==> config.mk <==
export PLATFORM = sky130hd
export DESIGN_NAME = e203_exu_thread_sched
export DESIGN_NICKNAME = d
export VERILOG_FILES = /design/src/rtl/e203_exu_thread_sched.sv
export SDC_FILE = /design/constraint.sdc
export NUM_CORES = 1
export LEC_CHECK = 0
export BUFFER_PORTS_ARGS = -buffer_cell sky130_fd_sc_hd__buf_2
export CAP_MARGIN = 10
export CORE_AREA = 3 3 40 42
export CTS_BUF_LIST = sky130_fd_sc_hd__clkbuf_4
export DETAILED_ROUTE_END_ITERATION = 7
export DIE_AREA = 0 0 43 45
export SLEW_MARGIN = 20
export SYNTH_ARGS = -nofsm -noshare
export SYNTH_HDL_FRONTEND = slang
export SYNTH_SLANG_ARGS = --single-unit
==> constraint.sdc <==
create_clock -name clk -period 1.78 [get_ports clk]
set_input_delay 0.356 -clock clk [delete_from_list [all_inputs] [get_ports clk]]
set_output_delay 0.356 -clock clk [all_outputs]
set_load 0.05 [all_outputs]
==> src/rtl/e203_exu_thread_sched.sv <==
// Hardware thread scheduler for the multithreaded E203 core.
// Round-robin selection with an instruction quantum. Threads that wait on a
// long-latency operation are marked blocked and skipped. The selection is
// frozen while the pipeline holds a switch-sensitive sequence.
module e203_exu_thread_sched #(
  parameter int THREADS_NUM = 2,
  parameter int TID_W       = 1,
  parameter int QUANTUM     = 1,
  parameter int QCNT_W      = 4
) (
  input  logic                   clk,
  input  logic                   rst_n,
  input  logic [THREADS_NUM-1:0] thr_en,
  input  logic [THREADS_NUM-1:0] thr_block_set,
  input  logic [THREADS_NUM-1:0] thr_block_clr,
  input  logic                   boundary,
  input  logic                   sw_hold,
  output logic [THREADS_NUM-1:0] thread_sel,
  output logic [TID_W-1:0]       thread_id,
  output logic                   sel_vld,
  output logic [THREADS_NUM-1:0] thr_blocked,
  output logic                   switch_evt
);

  // Last count value of a turn; reaching it with a boundary ends the turn.
  localparam logic [QCNT_W-1:0] QMAX   = QCNT_W'(QUANTUM - 1);
  localparam logic [TID_W-1:0]  ID_RST = TID_W'(THREADS_NUM - 1);

  logic [THREADS_NUM-1:0] r_thread_sel;
  logic [TID_W-1:0]       r_thread_id;
  logic [THREADS_NUM-1:0] r_blocked;
  logic                   r_switch_evt;
  logic [QCNT_W-1:0]      r_qcnt;

  logic [THREADS_NUM-1:0] w_ready;
  logic                   w_sel_vld;
  logic                   w_cur_rdy;
  logic                   w_q_exp;
  logic                   w_do_switch;
  logic                   w_found;
  logic [TID_W-1:0]       w_pick;
  logic [TID_W-1:0]       w_idx;
  logic [THREADS_NUM-1:0] w_pick_oh;
  logic [QCNT_W-1:0]      w_qinc;
  logic [THREADS_NUM-1:0] w_nxt_sel;
  logic [TID_W-1:0]       w_nxt_id;
  logic [QCNT_W-1:0]      w_nxt_qcnt;
  logic                   w_nxt_evt;

  // Readiness uses the registered blocked flags only, so a block_set takes
  // one cycle to become a flag and one more to move the selection.
  assign w_ready     = thr_en & ~r_blocked;
  assign w_sel_vld   = |r_thread_sel;
  assign w_cur_rdy   = w_sel_vld & w_ready[r_thread_id];
  assign w_q_exp     = boundary & (r_qcnt >= QMAX);
  assign w_do_switch = ~w_cur_rdy | w_q_exp;
  assign w_pick_oh   = THREADS_NUM'(1) << w_pick;
  assign w_qinc      = (boundary && (r_qcnt < QMAX)) ? r_qcnt + 1'b1 : r_qcnt;

  // Round-robin search: thread_id+1 first, thread_id itself last.
  always_comb begin
    w_found = 1'b0;
    w_pick  = '0;
    w_idx   = '0;
    for (int k = 1; k <= THREADS_NUM; k++) begin
      w_idx = TID_W'((int'(r_thread_id) + k) % THREADS_NUM);
      if (!w_found && w_ready[w_idx]) begin
        w_found = 1'b1;
        w_pick  = w_idx;
      end
    end
  end

  // Next selection, thread id, quantum count and switch pulse.
  always_comb begin
    w_nxt_sel  = r_thread_sel;
    w_nxt_id   = r_thread_id;
    w_nxt_qcnt = r_qcnt;
    w_nxt_evt  = 1'b0;
    if (!w_sel_vld) begin
      // Idle ignores the hold: nothing is in flight for any thread.
      w_nxt_qcnt = '0;
      if (w_found) begin
        w_nxt_sel = w_pick_oh;
        w_nxt_id  = w_pick;
        w_nxt_evt = 1'b1;
      end
    end else if (sw_hold) begin
      // Frozen; an expired quantum stays saturated until the hold drops.
      w_nxt_qcnt = w_qinc;
    end else if (w_do_switch) begin
      w_nxt_qcnt = '0;
      if (!w_found) begin
        // Going idle keeps thread_id so the next search resumes after it.
        w_nxt_sel = '0;
      end else if (w_pick != r_thread_id) begin
        w_nxt_sel = w_pick_oh;
        w_nxt_id  = w_pick;
        w_nxt_evt = 1'b1;
      end
    end else begin
      w_nxt_qcnt = w_qinc;
    end
  end

  // Selection state registers.
  always_ff @(posedge clk or negedge rst_n) begin
    if (!rst_n) begin
      r_thread_sel <= '0;
      r_thread_id  <= ID_RST;
      r_switch_evt <= 1'b0;
      r_qcnt       <= '0;
    end else begin
      r_thread_sel <= w_nxt_sel;
      r_thread_id  <= w_nxt_id;
      r_switch_evt <= w_nxt_evt;
      r_qcnt       <= w_nxt_qcnt;
    end
  end

  // Blocked flags; a simultaneous set and clear leaves the thread blocked.
  always_ff @(posedge clk or negedge rst_n) begin
    if (!rst_n) begin
      r_blocked <= '0;
    end else begin
      r_blocked <= (r_blocked & ~thr_block_clr) | thr_block_set;
    end
  end

  assign thread_sel  = r_thread_sel;
  assign thread_id   = r_thread_id;
  assign sel_vld     = w_sel_vld;
  assign thr_blocked = r_blocked;
  assign switch_evt  = r_switch_evt;

endmodule

After elaboration in Yosys (flattened, before gate mapping). Index checks and enable logic that the tools add are counted.

Input bits: 10. Logic and storage cells: 67. Flip-flop bits (word level): 10. Output and inout port bits: 7.

Order comparisons: 5. Eq/ne operators: 5. Add/subtract/negate cells: 3. Multiplexer cells: 32. Bitwise logic cells: 9. Reductions and logical operators: 7. Shifts and indexed selects: 1.

Operator list (count): $mux 1 (22); $mux 4 (4); $mux 2 (6); $reduce_and 4->1 (2); $lt 1x2->1 const B (3); $add 4x1->4 const B (1); $and 2x2->2 (2); $ge 4x1->1 const B (1); $lt 4x1->1 const B (1); $ne 2x1->1 const B (2); $not 2->2 (2); $ne 3x2->1 const B (1); $add 1x1->1 const B (2); $and 1x1->1 (2); $logic_and 1x1->1 (2); $ne 2x2->1 const B (1); $or 2x2->2 (1); $reduce_bool 2->1 (1); $reduce_or 2->1 (1); $shl 1x1->2 const A (1); $logic_not 1->1 (1); $ne 1x1->1 (1); $not 1->1 (1); $or 1x1->1 (1).

Longest topological paths before layout. Gate-level depths: netlist (run 1).

Word-level depth: 14. Gate-level depth with buffers: 5. Gate-level depth less buffers: 5.

Least setup slack after synthesis (run 1). OpenSTA, ideal clock, no wires.

Path kind: reg-to-reg. Start: register r_thread_sel[1], in the netlist thread_sel[1]. End: register r_thread_sel[0], in the netlist thread_sel[0]. Buffers on the path: 0. Clock period less this slack: 1.771 ns. Stages on the path, launching flop included: 6. Arrival: 1.650 ns. Setup time: 0.121 ns. Setup slack: 0.009 ns. Required time: 1.659 ns. Cell sequence: dfrtp_1 -> nor2_2 -> inv_2 -> a22oi_1 -> a211o_1 -> a22o_1.

Word-level cells in the longest chain between the ends: 6. Elaborated cells on any way between the ends: 10. Those cells by class: eq/ne (3); mux (1); bitwise (3); reduce/logical (3).

Ends and longest elaborated chain: start, declared (line 29) `logic [THREADS_NUM-1:0] r_thread_sel;`; start signal, assigned (line 114) `r_thread_sel <= w_nxt_sel;`; $reduce_or 2->1 (*) (line 53) `assign w_sel_vld = |r_thread_sel;`; named net sel_vld (line 20) `output logic sel_vld,`; $and 1x1->1 (line 54) `assign w_cur_rdy = w_sel_vld & w_ready[r_thread_id];`; $not 1->1 (line 56) `assign w_do_switch = ~w_cur_rdy | w_q_exp;`; $or 1x1->1 (line 56); $ne 2x1->1 (no source line); $reduce_and 4->1 (no source line).

The timed path passes the listed nets; every way through them passes the cells marked *. A chain may end at the register's enable or synchronous reset.

Worst setup path in the final report (run 1).
Start: register r_thread_sel[1], in the netlist thread_sel[1]. End: output sel_vld.

Word-level cells in the longest chain between the ends: 1.

Ends and longest elaborated chain (line): $reduce_or 2->1 (53); end, declared (20).

No other way between the ends.

==> results by group, run 1 <==
Critical path
  • Crit Path Category: flip-flop to output port
  • Buf+Inv Stages, Crit Path: 2
  • Worst path required time: 1.42 ns
  • CP max-delay cell: dfrtp_1
  • CP endpoint kind: output port
  • Critical path arrival: 1.19 ns
  • Crit path max-delay family: flip-flops
  • Critical path origin: thread_sel[1]
  • Crit-path max cell delay: 0.39 ns
  • Critical Path Start Type: flip-flop
  • Worst path cell trace: nor2_2, inv_2, buf_2
  • Worst R2R Start: thr_blocked[1]
  • Largest fanout on the critical path: 8

Global routing
  • Largest net degree at the start of global routing: 11
  • Global-route wire length before repair: 1.51 mm
  • Remaining Overflow, GRT: 0
  • GR Layer Usage met2: 0.162
  • Layer with the highest usage: met2
  • Grt met3 use: 0.0159
  • Vias in the first global route: 400
  • Met1 Use GR: 0.120
  • GRT Util Overall: 0.106
  • Initial antenna violation count: 0

Timing
  • Setup tns final: 0 ns
  • Slew @ Worst Pin: about 0.24 ns
  • Setup WS post-layout: 0.229 ns
  • Final Hold Vio Count: 0
  • Clock skew: ~0.003 ns
  • Final count of negative-setup-slack endpoints: 0
  • Hold slack: just under 0.3 ns
  • Min Tclk post-route: 1.55 ns
  • Unrepaired setup endpoints after global routing: false
  • Slew Limit Fails: 0
  • Fmax: 0.645 GHz
  • Slew HR: 0.836
  • Final period util: 0.871

Floorplanning
  • Die area: between 1500 and 2000 µm²
  • # rows: 13
  • Ports: 17
  • Die X: 43 µm
  • Core Area: 1280 µm²
  • Initial Utilization: 0.286
  • Height of the die: 45 µm

Placed design
  • GP Congestion: 0.811
  • Setup slack at placement: 0.362 ns
  • DP HPWL: between 600 and 700 µm
  • Port bufs: 16
  • Post-Place Cell Area: 459 µm²

Clock network
  • Clk slew on worst S/H paths: 0.05 ns
  • H-tree Lvls: 1
  • Worst skew pair latency: 0.24 ns
  • Clock root buffer: clkbuf_4
  • CTS Buf Count: 3
  • CTS tree: done
  • Post-CTS sizing: 0
  • Clock buffer depth: 2
  • Clock sink total: 6
  • Post-CTS Setup Repair Bufs: 0

Synthesis
  • Synthesis-stage register bit count: 6
  • Post-synthesis sequential area ratio: 0.412
  • Syn avg cell area: slightly below 10 µm²
  • Synth Net Count: 48
  • Post-Syn Area: between 300 and 400 µm²
  • Yosys cell types: 24
  • Post-Synthesis Cells: 38
  • Ys Warns: 0

Status
  • Status: completed

Final layout
  • Area of the multi-input gates: 194 µm²
  • Fillers: 133
  • Nets: 69
  • Post-route cell area: 499 µm²
  • Register Area: approximately 150 µm²
  • Diodes inserted: 0
  • Layout cell share with drive strength beyond 1: 0.466
  • Synth-to-layout area growth: 35.7%

Detailed routing
  • Via total after detailed routing: 375
  • Initial DRT Pass Iterations: 4
  • Total length of routed wires: 835 µm
  • WL/cell: 11.4 µm
  • DRC marker count from the first detailed-route iteration: 12
  • Antenna Nets Post-Route: 0
  • Vias per inst: 5.14
  • DRC: 0

Run
  • Maxcap violations: 0

Power and ir drop
  • PwrDens: 1640 nW/µm²
  • Leakage Power: around 0.00025 µW
  • Overall power: 819 µW
  • Worst vdd ir: approximately 0.87 mV

Hold path
  • Worst hold start: thr_block_set[0]
  • Worst hold path type: input port to flip-flop
-- report_power, final --
| group | switching, µW | internal [µW] | leakage (µW) |
|---|---|---|---|
| Combinational | 309 | 130 | 0.000160 |
| Clock | 49.3 | 100 | 0.0000184 |
| Sequential | 46.8 | 184 | 0.0000708 |
-- cells by family (layout without fill, tap and decap cells) --
family | after synthesis | count (layout) | synth area share
compound gates | 17 | 17 | 0.350
simple gates | 10 | 10 | 0.177
flops | 6 | 6 | 0.412
buf+inv | 5 | 25 | 0.0612
-- state kept, by name, indices dropped and copies added (netlist names) --
name         cells
switch_evt       1
thr_blocked      2
thread_id        1
thread_sel       2
-- per-stage QoR --
stage	instances	util
floorplan	38	-
global placement	68	0.357
detailed placement	68	0.357
CTS	73	0.389
global route	73	0.389
finish	73	0.389
-- Yosys cell counts --
cell	n	share of area
inv_2	1	0.010
dfstp_2	1	0.071
o32ai_1	1	0.024
nor4b_1	1	0.024
o32a_1	1	0.027
nor4_1	1	0.017
a22oi_1	1	0.020
a21o_1	2	0.041
nor2_1	3	0.031
dfrtp_1	5	0.34
a21oi_1	3	0.041
nor2_2	1	0.017
a32o_2	1	0.031
and2b_1	1	0.020
o21ai_0	4	0.054
buf_4	1	0.020
a22o_1	1	0.024
or2b_1	1	0.020
nor2b_2	1	0.024
nand2b_2	1	0.024
inv_1	3	0.031
o22a_1	1	0.024
a221oi_2	1	0.041
a211o_1	1	0.024
-- cell usage in the layout (no fill, tap or decap), types with 2 or more instances in the layout --
cell and count:
buf_2 16, dfrtp_1 5, o21ai_0 4, clkbuf_4 4, inv_1 3, nor2_1 3, a21oi_1 3, a21o_1 2
-- per-layer routing --
metal	part of all wire	vias to the layer above
met4	0.020	0
met1	0.43	171
met2	0.48	19
met5	0	-
li1	-	183
met3	0.061	2
-- final timing paths --
path                                  end  depth (start not counted)  slack [ns]
setup / recovery                  sel_vld                          3        0.23
max in group asynchronous       thread_id                          2        1.09
min in group asynchronous  thr_blocked[0]                          2        0.47
hold reg to reg            thr_blocked[1]                          1        0.52
hold / removal             thr_blocked[0]                          2        0.29
setup reg to reg            thread_sel[0]                          4        0.38
-- final cells by class --
| cell class | count | area share |
|---|---|---|
| timing repair buffer | 17 | 0.180 |
| inverter | 4 | 0.0301 |
| sequential | 6 | 0.303 |
| tap | 15 | 0.0376 |
| clock buffer | 4 | 0.0602 |
| multi-input combinational | 27 | 0.388 |
-- what timing repair did --
item,CTS,global route
hold buffers,1,0
hold endpoints to repair,5,0
endpoints found under the setup margin,0,0
No activity file was read; power rests on OpenSTA's default activity.
==> run 2: changes to the inputs <==
--- a/config.mk
+++ b/config.mk
@@ -7,10 +7,10 @@
 export LEC_CHECK = 0
 export BUFFER_PORTS_ARGS = -buffer_cell sky130_fd_sc_hd__buf_2
 export CAP_MARGIN = 10
-export CORE_AREA = 3 3 40 42
+export CORE_AREA = 2 2 39 41
 export CTS_BUF_LIST = sky130_fd_sc_hd__clkbuf_4
 export DETAILED_ROUTE_END_ITERATION = 7
-export DIE_AREA = 0 0 43 45
+export DIE_AREA = 0 0 41 43
 export SLEW_MARGIN = 20
 export SYNTH_ARGS = -nofsm -noshare
 export SYNTH_HDL_FRONTEND = slang
==> results by group, run 2 (same netlist as run 1, synthesis figures left out) <==
Power and ir drop
  • Worst vdd ir: 0.584 mV (-33%)
  • P_int: 414 µW (about the same)
  • Sequential share of power: 0.286 (+0.004)
  • PwrDens: 1620 nW/µm² (-0.99%)
  • Leakage Power: 0.000250 µW (unchanged)
  • Comb pwr share: 0.537 (about the same)
  • Switching power share of the total: 0.491 (-0.00341)
  • Overall power: 813 µW (-0.74%)
  • Switching power: 399 µW (-1.4%)
  • Clock power frac: 0.178 (-0.004)

Timing
  • Setup WS post-layout: 0.253 ns (+0.0234 ns)
  • Slew Limit Fails: 0 (unchanged)
  • Hold slack: 0.298 ns (+0.00725 ns)
  • Fmax: 0.655 GHz (+1.5%)
  • Final count of negative-setup-slack endpoints: 0 (unchanged)
  • Min Tclk post-route: 1.53 ns (-0.0234 ns)
  • Slew @ Worst Pin: 0.266 ns (+0.0235 ns)
  • Final period util: 0.858 (-0.0132)
  • Clock skew: 0.00437 ns (+0.00139 ns)
  • Slew HR: 0.821 (-0.0150)
  • Setup tns final: 0 ns (unchanged)
  • Unrepaired setup endpoints after global routing: false
  • Final Hold Vio Count: 0 (unchanged)

Final layout
  • Nets: 69 (unchanged)
  • Area of the multi-input gates: 194 µm² (unchanged)
  • Synth-to-layout area growth: 36.1%
  • Layout cell share with drive strength beyond 1: 0.466 (unchanged)
  • Fillers: 148 (+11%)
  • Most common cell after layout, fill and taps aside: buf_2
  • Register Area: 151 µm² (unchanged)
  • Diodes inserted: 0 (unchanged)
  • Highest-count cells in the layout ignoring fill and taps: 16 x buf_2, 5 x dfrtp_1, 4 x o21ai_0, 4 x clkbuf_4

Clock network
  • H-tree Lvls: 1 (unchanged)
  • Post-CTS sizing: 0 (unchanged)
  • CTS tree: done
  • Post-CTS Setup Repair Bufs: 0 (unchanged)
  • CTS Buf Count: 3 (unchanged)
  • Clock sink total: 6 (unchanged)
  • # hold bufs at CTS: 1 (unchanged)
  • Clock buffer depth: 2 (unchanged)
  • Worst skew pair latency: 0.24 ns (about the same)
  • Clk slew on worst S/H paths: 0.05 ns (about the same)
  • Clock root buffer: clkbuf_4

Floorplanning
  • Ports: 17 (unchanged)
  • Core Area: 1380 µm² (+7.7%)
  • Initial Utilization: 0.266 (-0.0204)
  • # rows: 14 (+1)
  • Die area: 1760 µm² (-8.9%)
  • Die X: 41 µm (-4.7%)
  • Height of the die: 43 µm (-4.4%)

Detailed routing
  • DRC marker count from the first detailed-route iteration: 12 (unchanged)
  • Vias per inst: 4.88 (-5.0%)
  • Total length of routed wires: 807 µm (-3.4%)
  • Initial DRT Pass Iterations: 4 (unchanged)
  • Via total after detailed routing: 361 (-3.7%)
  • WL/cell: 10.9 µm (-4.7%)
  • Antenna Nets Post-Route: 0 (unchanged)
  • DRC: 0 (unchanged)

Status
  • Status: completed

Hold path
  • Hold Crit Depth: 2 (unchanged)
  • Worst hold path type: input port to flip-flop

Run
  • Maxcap violations: 0 (unchanged)

Placed design
  • Setup slack at placement: 0.348 ns (-0.0140 ns)
  • DP HPWL: 671 µm (+2.8%)
  • Port bufs: 16 (unchanged)
  • GP Congestion: 0.740 (-8.7%)

Critical path
  • CP endpoint kind: output port
  • Worst reg-to-reg setup slack: 0.39 ns (about the same)
  • Critical Path Start Type: flip-flop
  • Critical path origin: thread_sel[1]
  • Worst path required time: 1.42 ns (about the same)
  • Crit Path Category: flip-flop to output port
  • CP max-delay cell: dfrtp_1
  • Critical path arrival: 1.17 ns (-0.02 ns)
  • RR Endpoint: thread_sel[0]
  • Worst setup endpoint: sel_vld
  • Largest fanout on the critical path: 8 (unchanged)
  • Worst path cell trace: nor2_2, inv_2, buf_2
  • Worst R2R Start: thr_blocked[1]
  • R2R cell count: 4 (unchanged)
  • Crit-path max cell delay: 0.39 ns (about the same)

Global routing
  • Vias in the first global route: 333 (-17%)
  • Largest net degree at the start of global routing: 11 (unchanged)
  • Remaining Overflow, GRT: 0 (unchanged)
  • GRT Util Overall: 0.106 (+0.000552)
  • Global-route wire length before repair: 1.26 mm (-17%)
  • Initial antenna violation count: 0 (unchanged)
run 2: cell type report:
cell class	instances	area share
Tap cell	16	0.0400
Inverter	4	0.0300
Clock buffer	4	0.0600
Multi-Input combinational cell	27	0.388
Timing Repair Buffer	17	0.180
Sequential cell	6	0.302
run 2: power by group through the flow:
stage	Clock (µW)	Combinational, µW	Sequential [µW]
after detailed placement	0	437	235
after CTS	153	440	233
after global placement	0	440	236
after floorplan	0	234	349
after global routing	162	467	240
final	144	436	232
run 2: metal layers:
layer,routed length [µm],GRT usage,share of wire,vias up
met4,0,0.0800,0,0
met5,0,0,0,-
met3,31,0.0157,0.038,0
met2,428,0.169,0.53,13
li1,-,-,-,187
met1,347,0.118,0.43,161
run 2: through the flow:
stage,std cells,util,cell area (µm²)
6_report,74,0.362,500
5_1_grt,74,0.362,500
4_1_cts,74,0.362,500
3_5_place_dp,69,0.333,460
3_3_place_gp,69,0.333,460
2_1_floorplan,38,-,368
run 2: worst min-delay path by stage:
| stage | start | end | slack (ns) |
|---|---|---|---|
| floorplan | rst_n | switch_evt | 0.06 |
| global placement | rst_n | thr_blocked[0] | 0.18 |
| detailed placement | rst_n | thread_sel[0] | 0.18 |
| CTS | thr_block_set[0] | thr_blocked[0] | 0.29 |
| global route | thr_block_set[0] | thr_blocked[0] | 0.28 |
| finish | thr_block_set[0] | thr_blocked[0] | 0.30 |
run 2: worst max-delay path: cells and delay by family, from the launching register on:
| family | cells | cell delay [ns] |
|---|---|---|
| AND/OR/NAND/NOR | 1 | 0.21 |
| flip-flops | 1 | 0.39 |
| buffers and inverters | 2 | 0.33 |
==> run 3: changes to the inputs <==
--- a/config.mk
+++ b/config.mk
@@ -11,6 +11,7 @@
 export CTS_BUF_LIST = sky130_fd_sc_hd__clkbuf_4
 export DETAILED_ROUTE_END_ITERATION = 7
 export DIE_AREA = 0 0 41 43
+export PLACE_DENSITY = 0.61
 export SLEW_MARGIN = 20
 export SYNTH_ARGS = -nofsm -noshare
 export SYNTH_HDL_FRONTEND = slang
==> constraint.sdc (replaced) <==
create_clock -name clk -period 1.78 [get_ports clk]
set_input_delay 0.089 -clock clk [delete_from_list [all_inputs] [get_ports clk]]
set_output_delay 0.089 -clock clk [all_outputs]
set_load 0.05 [all_outputs]
==> results by group, run 3 (same netlist as run 1, synthesis figures left out) <==
Detailed routing
  • DRC: 0 (unchanged)
  • Vias per inst: 4.91 (+0.55%)
  • Initial DRT Pass Iterations: 4 (unchanged)
  • Total length of routed wires: 811 µm (+0.50%)
  • Top sig layer: met3
  • WL/cell: 11.0 µm (+0.50%)
  • Met3 WL post-DR: 40 µm (+29%)
  • Wire length on met1: 356 µm (+2.6%)
  • DRC marker count from the first detailed-route iteration: 3 (-9)
  • Met2 wire len: 414 µm (-3.3%)
  • Antenna Nets Post-Route: 0 (unchanged)
  • Via total after detailed routing: 363 (+0.55%)

Clock network
  • H-tree Lvls: 1 (unchanged)
  • Clock buffer depth: 2 (unchanged)
  • Clk slew on worst S/H paths: 0.05 ns (about the same)
  • CTS Buf Count: 3 (unchanged)
  • Post-CTS sizing: 0 (unchanged)
  • Post-CTS Setup Repair Bufs: 0 (unchanged)
  • Clock sink total: 6 (unchanged)
  • Worst skew pair latency: 0.25 ns (about the same)
  • CTS tree: done
  • Clock root buffer: clkbuf_4

Timing
  • Clock skew: 0.00989 ns (+0.00552 ns)
  • Slew HR: 0.821 (about the same)
  • Final Hold Vio Count: 0 (unchanged)
  • Slew Limit Fails: 0 (unchanged)
  • Min Tclk post-route: 1.35 ns (-0.177 ns)
  • Setup tns final: 0 ns (unchanged)
  • Fmax: 0.741 GHz (+13%)
  • Unrepaired setup endpoints after global routing: false
  • Slew @ Worst Pin: 0.265 ns (-0.00177 ns)
  • Final count of negative-setup-slack endpoints: 0 (unchanged)
  • Final period util: 0.758 (-0.0996)

Floorplanning
  • Height of the die: 43 µm (unchanged)
  • Core Area: 1380 µm² (unchanged)
  • # rows: 14 (unchanged)
  • Ports: 17 (unchanged)
  • Initial Utilization: 0.266 (unchanged)
  • Die X: 41 µm (unchanged)
  • Die area: 1760 µm² (unchanged)

Final layout
  • Nets: 69 (unchanged)
  • Diodes inserted: 0 (unchanged)
  • Most common cell after layout, fill and taps aside: buf_2
  • Layout cell share with drive strength beyond 1: 0.466 (unchanged)
  • Post-route cell area: 500 µm² (unchanged)
  • Area of the multi-input gates: 194 µm² (unchanged)
  • Highest-count cells in the layout ignoring fill and taps: 16 x buf_2, 5 x dfrtp_1, 4 x o21ai_0, 4 x clkbuf_4
  • Fillers: 141 (-4.7%)
  • Synth-to-layout area growth: 36.1% (unchanged)
  • Register Area: 151 µm² (unchanged)

Global routing
  • GRT Util Overall: 0.113 (+0.00696)
  • Largest net degree at the start of global routing: 11 (unchanged)
  • Global-route wire length before repair: 1.34 mm (+6.6%)
  • Remaining Overflow, GRT: 0 (unchanged)
  • Initial antenna violation count: 0 (unchanged)
  • Vias in the first global route: 328 (-1.5%)

Critical path
  • Worst path required time: 1.90 ns (+0.48 ns)
  • CP endpoint kind: flip-flop
  • Largest fanout on the critical path: 4 (-4)
  • R2R cell count: 4 (unchanged)
  • Crit Path Category: flip-flop to flip-flop
  • Critical path arrival: 1.47 ns (+0.30 ns)
  • Critical Path Start Type: flip-flop

Power and ir drop
  • Overall power: 819 µW (+0.76%)
  • Worst vdd ir: 0.434 mV (-26%)
  • Leakage Power: 0.000250 µW (unchanged)
  • PwrDens: 1640 nW/µm² (+0.76%)

Placed design
  • GP Congestion: 0.722 (-2.4%)
  • Port bufs: 16 (unchanged)
  • Post-Place Cell Area: 460 µm² (unchanged)

Hold path
  • Hold Crit Depth: 2 (unchanged)
  • Worst hold path type: input port to flip-flop

Run
  • Maxcap violations: 0 (unchanged)

Status
  • Status: completed
run 3: cell counts in the layout (fill, tap and decap cells not counted):
Identical to the previous run, type by type.
run 3: final timing paths:
check	end	slack, ns	start
setup / recovery	thread_sel[1]	0.43	thr_blocked[1]
hold / removal	thr_blocked[0]	0.02	thr_block_set[0]
setup reg to reg	thread_sel[1]	0.43	thr_blocked[1]
hold reg to reg	thr_blocked[1]	0.51	thr_blocked[1]
max in group asynchronous	thread_id	1.35	rst_n
min in group asynchronous	thr_blocked[0]	0.19	rst_n
run 3: cell type report:
cell class	count	area share
inverter	4	0.0300
tap	16	0.0400
clock buffer	4	0.0600
sequential	6	0.302
multi-input combinational	27	0.388
timing repair buffer	17	0.180
run 3: power breakdown:
part | internal [µW] | total [µW] | switching [µW]
logic | 130 | 432 | 303
registers | 184 | 234 | 49.7
clock network | 100 | 153 | 52.8
total | 414 | 819 | 405
run 3: what timing repair did:
action,in CTS,in global routing
endpoints found under the setup margin,0,0
endpoints found under the hold margin,6,0
hold buffers,1,0
run 3: worst max-delay path: stages, from the launching register on:
cell,delay (ns)
dfrtp_1,0.39
and2b_1,0.27
a221oi_2,0.07
a211o_1,0.28
a32o_2,0.22
run 3: through the flow:
step	util	setup WS [ns]	std cells	hold WS (ns)
CTS	0.362	0.427	74	0.0140
finish	0.362	0.430	74	0.0176
global route	0.362	0.368	74	0.0188
global placement	0.333	0.451	69	-0.0780
floorplan	-	0.00882	38	-0.207
detailed placement	0.333	0.428	69	-0.0795
run 3: per-layer routing:
| layer | GRT usage | vias to the layer above |
|---|---|---|
| met1 | 0.148 | 174 |
| met4 | 0.0600 | 0 |
| met5 | 0 | - |
| li1 | - | 183 |
| met3 | 0.0471 | 0 |
| met2 | 0.153 | 6 |
